===== src/rtl/wb_commit_queue.sv =====
// wb_commit_queue
//   Writeback commit queue. In-order FIFO between execute/memory writeback
//   and the register file's single write port. Accepts one result per cycle
//   via WB_VALID/WB_READY and drains at most one entry per cycle onto RF_*.
//   Pending results can be forwarded to two decode lookup ports.
//
//   Build option: define WB_BYPASS_EN to build the forwarding comparators.
//   Without it, FWD*_HIT/FWD*_DATA are tied to 0 and LOOKUP*_ADDR are ignored.
//
// Ports
//   CLK, RESET                 clock, synchronous active-high reset
//   WB_VALID/WB_READY          writeback handshake
//   WB_ADDR, WB_DATA           destination register and value
//   RF_STALL                   register file refuses a write this cycle
//   RF_WRITE, RF_INSTHIT       register file write enable (identical)
//   RF_INADDRESS, RF_IN        head entry address/data (0 when empty)
//   LOOKUP1/2_ADDR             decode operand addresses
//   FWD1/2_HIT, FWD1/2_DATA    youngest pending match (0 when none)
//   COUNT, EMPTY               occupancy
//
// Occupancy (derived from COUNT, no separate state register)
//   state   | meaning
//   EMPTY   | COUNT == 0, nothing to commit
//   PARTIAL | 0 < COUNT < DEPTH, accepting and draining
//   FULL    | COUNT == DEPTH, WB_READY low

module wb_commit_queue #(
    parameter int DEPTH  = 4,
    parameter int DATA_W = 32,
    parameter int ADDR_W = 5
) (
    input  logic                     CLK,
    input  logic                     RESET,
    input  logic                     WB_VALID,
    output logic                     WB_READY,
    input  logic [ADDR_W-1:0]        WB_ADDR,
    input  logic [DATA_W-1:0]        WB_DATA,
    input  logic                     RF_STALL,
    output logic                     RF_WRITE,
    output logic                     RF_INSTHIT,
    output logic [ADDR_W-1:0]        RF_INADDRESS,
    output logic [DATA_W-1:0]        RF_IN,
    input  logic [ADDR_W-1:0]        LOOKUP1_ADDR,
    input  logic [ADDR_W-1:0]        LOOKUP2_ADDR,
    output logic                     FWD1_HIT,
    output logic                     FWD2_HIT,
    output logic [DATA_W-1:0]        FWD1_DATA,
    output logic [DATA_W-1:0]        FWD2_DATA,
    output logic [$clog2(DEPTH):0]   COUNT,
    output logic                     EMPTY
);

    localparam int PTR_W = $clog2(DEPTH);
    localparam int CNT_W = PTR_W + 1;
    localparam logic [CNT_W-1:0] FULL_CNT = CNT_W'(DEPTH);

    logic [PTR_W-1:0]  head_q, head_d;
    logic [PTR_W-1:0]  tail_q, tail_d;
    logic [CNT_W-1:0]  count_q, count_d;
    logic [ADDR_W-1:0] mem_addr_q [DEPTH];
    logic [ADDR_W-1:0] mem_addr_d [DEPTH];
    logic [DATA_W-1:0] mem_data_q [DEPTH];
    logic [DATA_W-1:0] mem_data_d [DEPTH];

    logic empty;
    logic head_valid;
    logic push;
    logic pop;

    assign empty      = (count_q == '0);
    assign head_valid = !empty && !RESET;

    assign WB_READY   = !RESET && (count_q < FULL_CNT);
    assign RF_WRITE   = head_valid && !RF_STALL;
    assign RF_INSTHIT = RF_WRITE;

    assign RF_INADDRESS = head_valid ? mem_addr_q[head_q] : '0;
    assign RF_IN        = head_valid ? mem_data_q[head_q] : '0;

    assign COUNT = count_q;
    assign EMPTY = empty;

    // x0 requests complete the handshake but are never stored.
    assign push = WB_VALID && WB_READY && (WB_ADDR != '0);
    assign pop  = RF_WRITE;

    always_comb begin
        head_d     = head_q;
        tail_d     = tail_q;
        count_d    = count_q;
        mem_addr_d = mem_addr_q;
        mem_data_d = mem_data_q;

        if (push) begin
            mem_addr_d[tail_q] = WB_ADDR;
            mem_data_d[tail_q] = WB_DATA;
            tail_d             = tail_q + PTR_W'(1);
        end
        if (pop) begin
            head_d = head_q + PTR_W'(1);
        end

        case ({push, pop})
            2'b10:   count_d = count_q + CNT_W'(1);
            2'b01:   count_d = count_q - CNT_W'(1);
            default: count_d = count_q;
        endcase
    end

    always_ff @(posedge CLK) begin
        if (RESET) begin
            head_q  <= '0;
            tail_q  <= '0;
            count_q <= '0;
        end else begin
            head_q  <= head_d;
            tail_q  <= tail_d;
            count_q <= count_d;
        end
    end

    // Payload storage needs no reset: only entries inside [head, head+count)
    // are ever observed.
    always_ff @(posedge CLK) begin
        mem_addr_q <= mem_addr_d;
        mem_data_q <= mem_data_d;
    end

`ifdef WB_BYPASS_EN
    logic [PTR_W-1:0] fwd_idx;

    // Walk from oldest to youngest so a later match overrides an earlier one.
    always_comb begin
        FWD1_HIT  = 1'b0;
        FWD2_HIT  = 1'b0;
        FWD1_DATA = '0;
        FWD2_DATA = '0;
        fwd_idx   = head_q;
        if (!RESET) begin
            for (int k = 0; k < DEPTH; k++) begin
                fwd_idx = head_q + PTR_W'(k);
                if (CNT_W'(k) < count_q) begin
                    if (LOOKUP1_ADDR != '0 && mem_addr_q[fwd_idx] == LOOKUP1_ADDR) begin
                        FWD1_HIT  = 1'b1;
                        FWD1_DATA = mem_data_q[fwd_idx];
                    end
                    if (LOOKUP2_ADDR != '0 && mem_addr_q[fwd_idx] == LOOKUP2_ADDR) begin
                        FWD2_HIT  = 1'b1;
                        FWD2_DATA = mem_data_q[fwd_idx];
                    end
                end
            end
        end
    end
`else
    logic unused_lookup;

    assign unused_lookup = ^{LOOKUP1_ADDR, LOOKUP2_ADDR};
    assign FWD1_HIT      = 1'b0;
    assign FWD2_HIT      = 1'b0;
    assign FWD1_DATA     = '0;
    assign FWD2_DATA     = '0;
`endif

endmodule


===== config.mk =====
export PLATFORM = sky130hd
export DESIGN_NAME = wb_commit_queue
export DESIGN_NICKNAME = d
export VERILOG_FILES = /design/src/rtl/wb_commit_queue.sv
export SDC_FILE = /design/constraint.sdc
export NUM_CORES = 1
export LEC_CHECK = 0
export CAP_MARGIN = 20
export CELL_PAD_IN_SITES_DETAIL_PLACEMENT = 2
export CELL_PAD_IN_SITES_GLOBAL_PLACEMENT = 2
export CORE_MARGIN = 2
export CORE_UTILIZATION = 32
export DETAILED_ROUTE_END_ITERATION = 8
export GPL_ROUTABILITY_DRIVEN = 0
export PLACE_DENSITY_LB_ADDON = 0.3
export SYNTH_ARGS = -nofsm -noshare
export SYNTH_HDL_FRONTEND = slang
export SYNTH_SLANG_ARGS = --single-unit
export TNS_END_PERCENT = 30

===== constraint.sdc =====
create_clock -name CLK -period 2.5 [get_ports CLK]
set_clock_uncertainty 0.05 [all_clocks]
set_input_delay 0.5 -clock CLK [delete_from_list [all_inputs] [get_ports CLK]]
set_output_delay 0.5 -clock CLK [all_outputs]
set_load 0.1 [all_outputs]

=== Word level (Yosys, flattened, before mapping) ===
Index checks and enable logic that the tools add are counted.

* Register bits: 155
* Logic and storage cells: 50

* Add/subtract/negate cells: 4
* Order comparisons: 4
* Equal/unequal tests: 2
* Muxes and demuxes: 15
* Bitwise gates (word level): 2
* Reductions and logical operators: 12

{| class="wikitable"
|+ Operators with widths
! operator !! number
|-
| $bwmux 128 || 1
|-
| $mux 32 || 4
|-
| $bmux 32 s2 || 1
|-
| $demux 32 s2 || 1
|-
| $bwmux 20 || 1
|-
| $mux 5 || 4
|-
| $bmux 5 s2 || 1
|-
| $demux 5 s2 || 1
|-
| $ge 3x3->1 const B || 2
|-
| $logic_and 1x1->1 || 6
|-
| $not 2->3 || 2
|-
| $pmux 3 s2 || 1
|-
| $reduce_bool 5->1 || 1
|-
| $add 2x1->2 const B || 2
|-
| $add 3x1->3 const B || 1
|-
| $logic_not 1->1 || 3
|-
| $logic_not 3->1 || 1
|-
| $lt 3x1->1 const B || 1
|-
| $lt 3x3->1 const B || 1
|-
| $sub 3x1->3 const B || 1
|-
| $eq 2x1->1 const B || 1
|-
| $eq 2x2->1 const B || 1
|-
| $reduce_bool 2->1 || 1
|}

=== Logic depth before layout (Yosys ltp) ===
Gate-level depths: netlist (run 1).

* Depth in word-level cells: 6
* Mapped depth: 10
* Mapped depth without buffers: 9

=== Least setup slack after synthesis (run 1) ===
OpenSTA, ideal clock, no wires.

* Kind: register to register
* From: register count_q[2], in the netlist COUNT[2]
* To: register count_q[2], in the netlist COUNT[2]
* Library setup time: 0.070 ns
* Data arrival time: 4.779 ns
* Slack: -2.399 ns
* Stages on the path, launching flop included: 11
* Buffers on the path: 1
* Path through: dfxtp_1 > nor3_2 > or2_1 > buf_2 > nor2_1 > ha_1 > inv_1 > fa_1 > xor2_1 > or3_1 > a21oi_1

* Word-level cells in the longest chain between the ends: 6
* Elaborated cells between the ends (all ways): 14
* Classes of those cells: add/sub (2); order compare (1); eq/ne (2); mux (1); reduce/logical (8)

{| class="wikitable"
|+ RTL lines
! what !! line !! text
|-
| from (decl) || 59 || <nowiki>logic [CNT_W-1:0] count_q, count_d;</nowiki>
|-
| from (signal assigned) || 118 || <nowiki>count_q <= count_d;</nowiki>
|-
| $logic_not 3->1 * || 70 || <nowiki>assign empty = (count_q == '0);</nowiki>
|-
| net EMPTY || 50 || <nowiki>output logic EMPTY</nowiki>
|-
| $logic_not 1->1 * || 71 || <nowiki>assign head_valid = !empty && !RESET;</nowiki>
|-
| $logic_and 1x1->1 * || 71 ||
|-
| $logic_and 1x1->1 * || 74 || <nowiki>assign RF_WRITE = head_valid && !RF_STALL;</nowiki>
|-
| net RF_INSTHIT || 40 || <nowiki>output logic RF_INSTHIT,</nowiki>
|-
| $eq 2x1->1 or $eq 2x2->1 (tied branches) || 103 || <nowiki>case ({push, pop})</nowiki>
|-
| $pmux 3 s2 or $reduce_bool 2->1 (tied branches) || - ||
|}

The timed path passes the listed nets; every way through them passes the cells marked *.
A chain may end at the register's enable or synchronous reset.

=== Worst setup path after layout (run 1) ===
* From: register count_q[0], in the netlist COUNT[0]
* To: output RF_INADDRESS[3]

* Word-level cells in the longest chain between the ends: 4

{| class="wikitable"
|+ RTL lines
! what !! line !! text
|-
| $logic_not 3->1 || 70 ||
|-
| $logic_not 1->1 || 71 ||
|-
| $logic_and 1x1->1 || 71 ||
|-
| $mux 5 || 77 || <nowiki>assign RF_INADDRESS = head_valid ? mem_addr_q[head_q] : '0;</nowiki>
|-
| to (decl) || 41 || <nowiki>output logic [ADDR_W-1:0] RF_INADDRESS,</nowiki>
|}

No other way between the ends.

==> impl_metrics.yaml, run 1 <==
cts:
  clk_pin_slew_ns: 0.06
  worstSkewPairLatency_ns: 0.41
  cts_buffers: 17
  cts-root-buf: "clkbuf_16"
  cts_hold_buf: 0
  cts-htree-levels: 4
  cts_tree: "built"
  cts_buffer_depth: 2
  numClockSinks: 155
final_layout:
  syn_to_final_growth_pct: 39.3
  utilization_pct: 45.3
  fin_cells: 756
  multi_input_area_um2: 1920
  seqCellArea_um2: 4600
  n_antenna_cell: 0
  finalNetCount: 531
  nFillCells: 1831
  drive_above_1_share_pct: 39.7
power:
  p_leak_uw: 0.00319
  ir_drop_mv: 0.599
  power_uw: 7300
  p_per_area_nw_per_um2: 799
timing:
  setup_viol: 0
  timing_hold_violations_final: 0
  hold-worst-slack_ns: 0.334
  fmax_mhz: 409
  period_minus_slack_ns: 2.44
  tns_ns: 0
  slew_viol_final: 0
  min_period_over_period_pct: 97.8
  rsz0062_at_grt: "yes"
grt:
  grt_max_degree: 27
  first_global_vias: 3716
  grt_overflow: 0
  grt_usage_pct: 13.3
  grt_first_pass_wirelength_um: 21300
  antenna_found_initial: 0
route:
  via_per_inst: 4.37
  drtIter0Drc: 110
  vias: 3301
  drc: 0
  wire_per_inst_um: 19.2
  first_pass_iters: 4
  wl_um: 14500
  detail-route-antenna-nets: 0
critical_path:
  crit_family: "simple AND/OR/NAND/NOR gates"
  path_max_fanout: 10
  cp-end-kind: "output port"
  max_stage_delay_ns: 0.36
  critPathSlowestCell: "dfxtp_4"
  criticalPathCategory: "register to output port"
  required_ns: 1.95
  path_cells: "nor3_4, or2_4, clkbuf_16, nor2b_4, buf_12"
  cp.arrival_ns: 1.89
  critPathBufInv: 2
  crit_path_start_kind: "register"
yosys:
  ys.warnings.count: 0
  seq_area_frac_synth_pct: 69.9
  synth_top_area_cell: "edfxtp_1"
  async_flop_share_pct: 0
  syn_inst: 357
  syn_area_um2: 6560
  synth_most_common_cell: "edfxtp_1"
  synth_top_family_by_area: "multiplexers"
  yosys.area_share.adder_pct: 1.26
  synth_compound_gate_area_share_pct: 0.916
  ys_types: 29
  synth.area.top_cells: "edfxtp_1, mux4_2, buf_4"
  synthFlopType: "edfxtp_1"
  synth_seq_cells: 155
  synth.top_cell.area_share_pct: 67.8
  synthMuxAreaShare_pct: 13.0
  synth_xor_area_share_pct: 0.267
  yosys-top-cells-count: "edfxtp_1, buf_4, mux4_2, nor2b_1, inv_1"
  syn_avg_cell_area_um2: 18.4
  synth_edf_count: 148
  synthSimpleGateAreaFrac_pct: 5.25
die:
  coreArea_um2: 20200
  die_h_um: 147
  io-pin-count: 161
  num_rows: 52
  die_area_um2: 21600
  initial_utilization_pct: 32.5
  die_x_um: 147
run_status:
  status: "completed"
job:
  drv_cap: 0
placed_design:
  place.detailed.hpwl_um: 9140
  dp.cells: 718
  port_buffers: 84
worst_hold_path:
  hold_class: "input pin to register"
[state kept, by name (all words and copies together), names as in the netlist]
signal	flops
head_q	2
COUNT	3
tail_q	2
mem_addr_q	20
mem_data_q	128
[cell usage in the layout (no fill, tap or decap), types with 3 or more instances in the layout]
master	instances
edfxtp_1	148
nor2b_4	36
buf_4	15
ha_1	4
dfxtp_4	5
mux4_2	37
a21oi_1	4
nor2_1	6
conb_1	66
and2_2	4
clkinv_2	4
buf_12	51
clkbuf_16	21
clkinvlp_4	4
dlygate4sd2_1	3
inv_1	7
clkdlybuf4s50_1	35
[final cells by class]
cell class	instances	area share [%]
sequential	155	50.4
multi-input combinational	178	21.1
timing repair buffer	113	18.6
clock buffer	18	4.70
tap	270	3.70
clock inverter	13	1.15
inverter	9	0.370
[worst paths after layout]
| check | start | endpoint | slack, ns | cells past startpoint |
|---|---|---|---|---|
| min | RESET | COUNT[0]$_SDFFE_PP0P_ | 0.33 | 3 |
| min reg2reg | tail_q[1]$_SDFFE_PP0P_ | tail_q[1]$_SDFFE_PP0P_ | 0.47 | 2 |
| max reg2reg | COUNT[2]$_SDFFE_PP0P_ | COUNT[2]$_SDFFE_PP0P_ | 0.24 | 9 |
| max | COUNT[0]$_SDFFE_PP0P_ | RF_INADDRESS[3] | 0.06 | 5 |
[stage by stage]
| stage | instance area (um^2) | worst slack, ns |
|---|---|---|
| 6_report | 9140 | 0.0557 |
| 5_1_grt | 9140 | -0.0198 |
| 4_1_cts | 8930 | -0.0443 |
| 3_5_place_dp | 8360 | -0.555 |
| 3_3_place_gp | 8360 | -0.510 |
| 2_1_floorplan | 7090 | -0.522 |
[cells by family after synthesis]
group | count (synthesis)
flip-flops | 155
buffers and inverters | 89
AND/OR/NAND/NOR | 56
multiplexers | 39
AO/OA/AOI/OAI | 9
adder cells (fa/ha/maj) | 6
XOR/XNOR | 2
other | 1
[repair_timing]
| action | 4_1_cts | 5_1_grt |
|---|---|---|
| gates resized for setup | 11 | 18 |
| cloned | 0 | 4 |
| setup buffers | 0 | 3 |
| pin swaps | 1 | 3 |
| endpoints found under the setup margin | 38 | 38 |
[worst register-to-register path, stage by stage, from the launching register on]
cell and delay [ns]:
dfxtp_4 0.41, nor3_4 0.07, or2_4 0.33, nor2_4 0.18
ha_4 0.16, inv_2 0.04, fa_2 0.33, xor2_1 0.16
or3_1 0.31, a21oi_1 0.15
[metal layers]
metal  wire length [um]  track usage (%)  up-vias
li1                   -                -     1452
met5                  0                0        -
met2               7660             23.7      103
met4                207             4.71        0
met3                534             3.01       19
met1               6110             16.0     1727
[power by group]
part           internal (uW)  switching, uW
logic                    668           1330
clock network           1350            981
registers               2930           38.3
Note: power is estimated with default switching activity, not from simulation.
==> run 2, diff against run 1 <==
--- a/config.mk
+++ b/config.mk
@@ -12,7 +12,9 @@
 export CORE_UTILIZATION = 32
 export DETAILED_ROUTE_END_ITERATION = 8
 export GPL_ROUTABILITY_DRIVEN = 0
+export GPL_TIMING_DRIVEN = 0
 export PLACE_DENSITY_LB_ADDON = 0.3
+export SLEW_MARGIN = 20
 export SYNTH_ARGS = -nofsm -noshare
 export SYNTH_HDL_FRONTEND = slang
 export SYNTH_SLANG_ARGS = --single-unit
==> impl_metrics.yaml, run 2 (synthesized netlist as in run 1, its figures left out) <==
final_layout:
  multi_input_area_um2: 1900
  finalNetCount: 584
  nFillCells: 1930
  design_area_um2: 9110
  syn_to_final_growth_pct: 38.9
  drive_above_1_share_pct: 44.8
  seqCellArea_um2: 4600
  n_antenna_cell: 0
  final_common_cell: "edfxtp_1"
  largest_reg_flops: 128
  final_cell_mix: "edfxtp_1, buf_4, conb_1, mux4_2, clkdlybuf4s50_1"
  regMostFlops: "mem_data_q"
placed_design:
  placed_area_um2: 8270
  port_buffers: 84
  place.detailed.hpwl_um: 9430
  dp_slack_ns: -1.20
critical_path:
  cp-end-kind: "output port"
  required_ns: 1.95
  worstReg2RegStart: "COUNT[2]$_SDFFE_PP0P_"
  cp.arrival_ns: 1.89
  criticalPathCategory: "register to output port"
  ff2ff_setup_slack_ns: 0.18
  rr_worst_depth: 10
  crit_path_start_kind: "register"
  path_max_fanout: 10
  worstReg2RegEnd: "COUNT[2]$_SDFFE_PP0P_"
run_status:
  status: "completed"
power:
  power_frac_clock_pct: 34.0
  ir_drop_mv: 0.460
  p_leak_uw: 0.00335
  p_per_area_nw_per_um2: 811
  seqPwrFrac_pct: 40.2
  p_comb_share_pct: 25.8
  internal_power_uw: 5000
  p_switching_uw: 2380
  power.share.switching_pct: 32.3
worst_hold_path:
  min_to: "tail_q[1]$_SDFFE_PP0P_"
  hold_depth: 2
  holdCritStartpoint: "tail_q[1]$_SDFFE_PP0P_"
  hold_class: "register to register"
route:
  wl_met3_um: 605
  detail-route-antenna-nets: 0
  vias: 3437
  top_layer: "met4"
  drc: 0
  drtIter0Drc: 143
  wl_um: 14900
  first_pass_iters: 4
  wl_met1_um: 5940
  wire_per_inst_um: 18.4
  route.met2.wl_um: 8100
  via_per_inst: 4.24
job:
  drv_cap: 0
cts:
  cts_buffers: 17
  cts_hold_buf: 0
  worstSkewPairLatency_ns: 0.42
  cts_tree: "built"
  numClockSinks: 155
  clk_pin_slew_ns: 0.06
  cts_buffer_depth: 2
  cts-htree-levels: 4
  cts-root-buf: "clkbuf_16"
grt:
  first_global_vias: 3940
  grt_first_pass_wirelength_um: 22600
  grt_usage_pct: 14.3
  grt_max_degree: 38
  grt_overflow: 0
  antenna_found_initial: 0
timing:
  tightest_slew_ns: 0.971
  maxSlewHeadroom_pct: 35.5
  rsz0062_at_grt: "yes"
  slew_viol_final: 0
  period_minus_slack_ns: 2.44
  min_period_over_period_pct: 97.7
  setup_viol: 0
  fin_ws_ns: 0.0564
  timing_hold_violations_final: 0
  fmax_mhz: 409
die:
  initial_utilization_pct: 32.5
  die_area_um2: 21600
  die_x_um: 147
  die_h_um: 147
  num_rows: 52
  io-pin-count: 161
  coreArea_um2: 20200
-- run 2: changes by cell type in the layout (fill, tap and decap cells not counted), sizes merged --
| cell | previous run | this run |
|---|---|---|
| buf | 69 | 118 |
| dlygate4sd2 | 3 | 7 |
| clkinvlp | 4 | 1 |
| inv | 9 | 12 |
| clkdlybuf4s15 | 0 | 2 |
| dlymetal6s2s | 2 | 0 |
| bufinv | 1 | 2 |
| clkbuf | 22 | 21 |
| clkdlybuf4s50 | 35 | 36 |
-- run 2: stage by stage --
| step | instances | utilization (%) | power (uW) | setup TNS (ns) | hold WS (ns) |
|---|---|---|---|---|---|
| after floorplan | 422 | - | 4480 | -11.97 | 0.432 |
| after global placement | 776 | 41.0 | 4800 | -265.22 | 0.447 |
| after detailed placement | 776 | 41.0 | 4830 | -127.85 | 0.481 |
| after CTS | 808 | 44.9 | 7450 | -0.00540 | 0.481 |
| after global routing | 810 | 45.2 | 7620 | -0.00131 | 0.488 |
| final | 810 | 45.2 | 7380 | 0 | 0.495 |
-- run 2: metal layers --
metal  global-route usage, %  up-vias
met3                    3.14       17
met2                    26.1       99
met4                    5.48        0
met1                    16.4     1757
met5                       0        -
li1                        -     1564
-- run 2: worst max path at each step --
| stage | cells past startpoint | to | from | slack, ns |
|---|---|---|---|---|
| final | 4 | RF_IN[27] | head_q[0]$_SDFFE_PP0P_ | 0.06 |
| after global routing | 4 | RF_IN[27] | head_q[0]$_SDFFE_PP0P_ | -0.0009 |
| after CTS | 4 | RF_IN[4] | head_q[0]$_SDFFE_PP0P_ | -0.003 |
| after floorplan | 10 | COUNT[2]$_SDFFE_PP0P_ | COUNT[2]$_SDFFE_PP0P_ | -0.52 |
| after detailed placement | 6 | RF_IN[6] | RESET | -1.20 |
| after global placement | 4 | mem_data_q[44]$_DFFE_PP_ | WB_ADDR[2] | -1.54 |
-- run 2: layout make-up --
class                           instances  share of cell area (%)
Timing Repair Buffer                   86                    10.8
Inverter                                9                   0.371
Clock buffer                           18                    4.71
Clock inverter                         14                    1.59
Buffer                                 80                    7.49
Tap cell                              270                    3.71
Sequential cell                       155                    50.5
Multi-Input combinational cell        178                    20.8
-- run 2: worst max-delay path, cell delays in order (launching register included) --
cell and delay, ns:
dfxtp_4 0.40, buf_12 0.18, mux4_2 0.51, nor2b_4 0.15, buf_4 0.23
-- run 2: repair_timing --
| item | in CTS | in global routing |
|---|---|---|
| gates resized for setup | 327 | 10 |
| hold endpoints to repair | 0 | 0 |
| setup buffers | 0 | 2 |
| cloned | 0 | 0 |
| pin swaps | 2 | 2 |
| setup endpoints to repair | 194 | 32 |
-- run 2: power by group through the flow --
stage               Clock (uW)  Sequential, uW  Combinational [uW]
detailed placement           0            3020                1810
global route              2660            2980                1980
floorplan                    0            3050                1430
CTS                       2580            2970                1900
finish                    2510            2970                1910
global placement             0            3020                1780
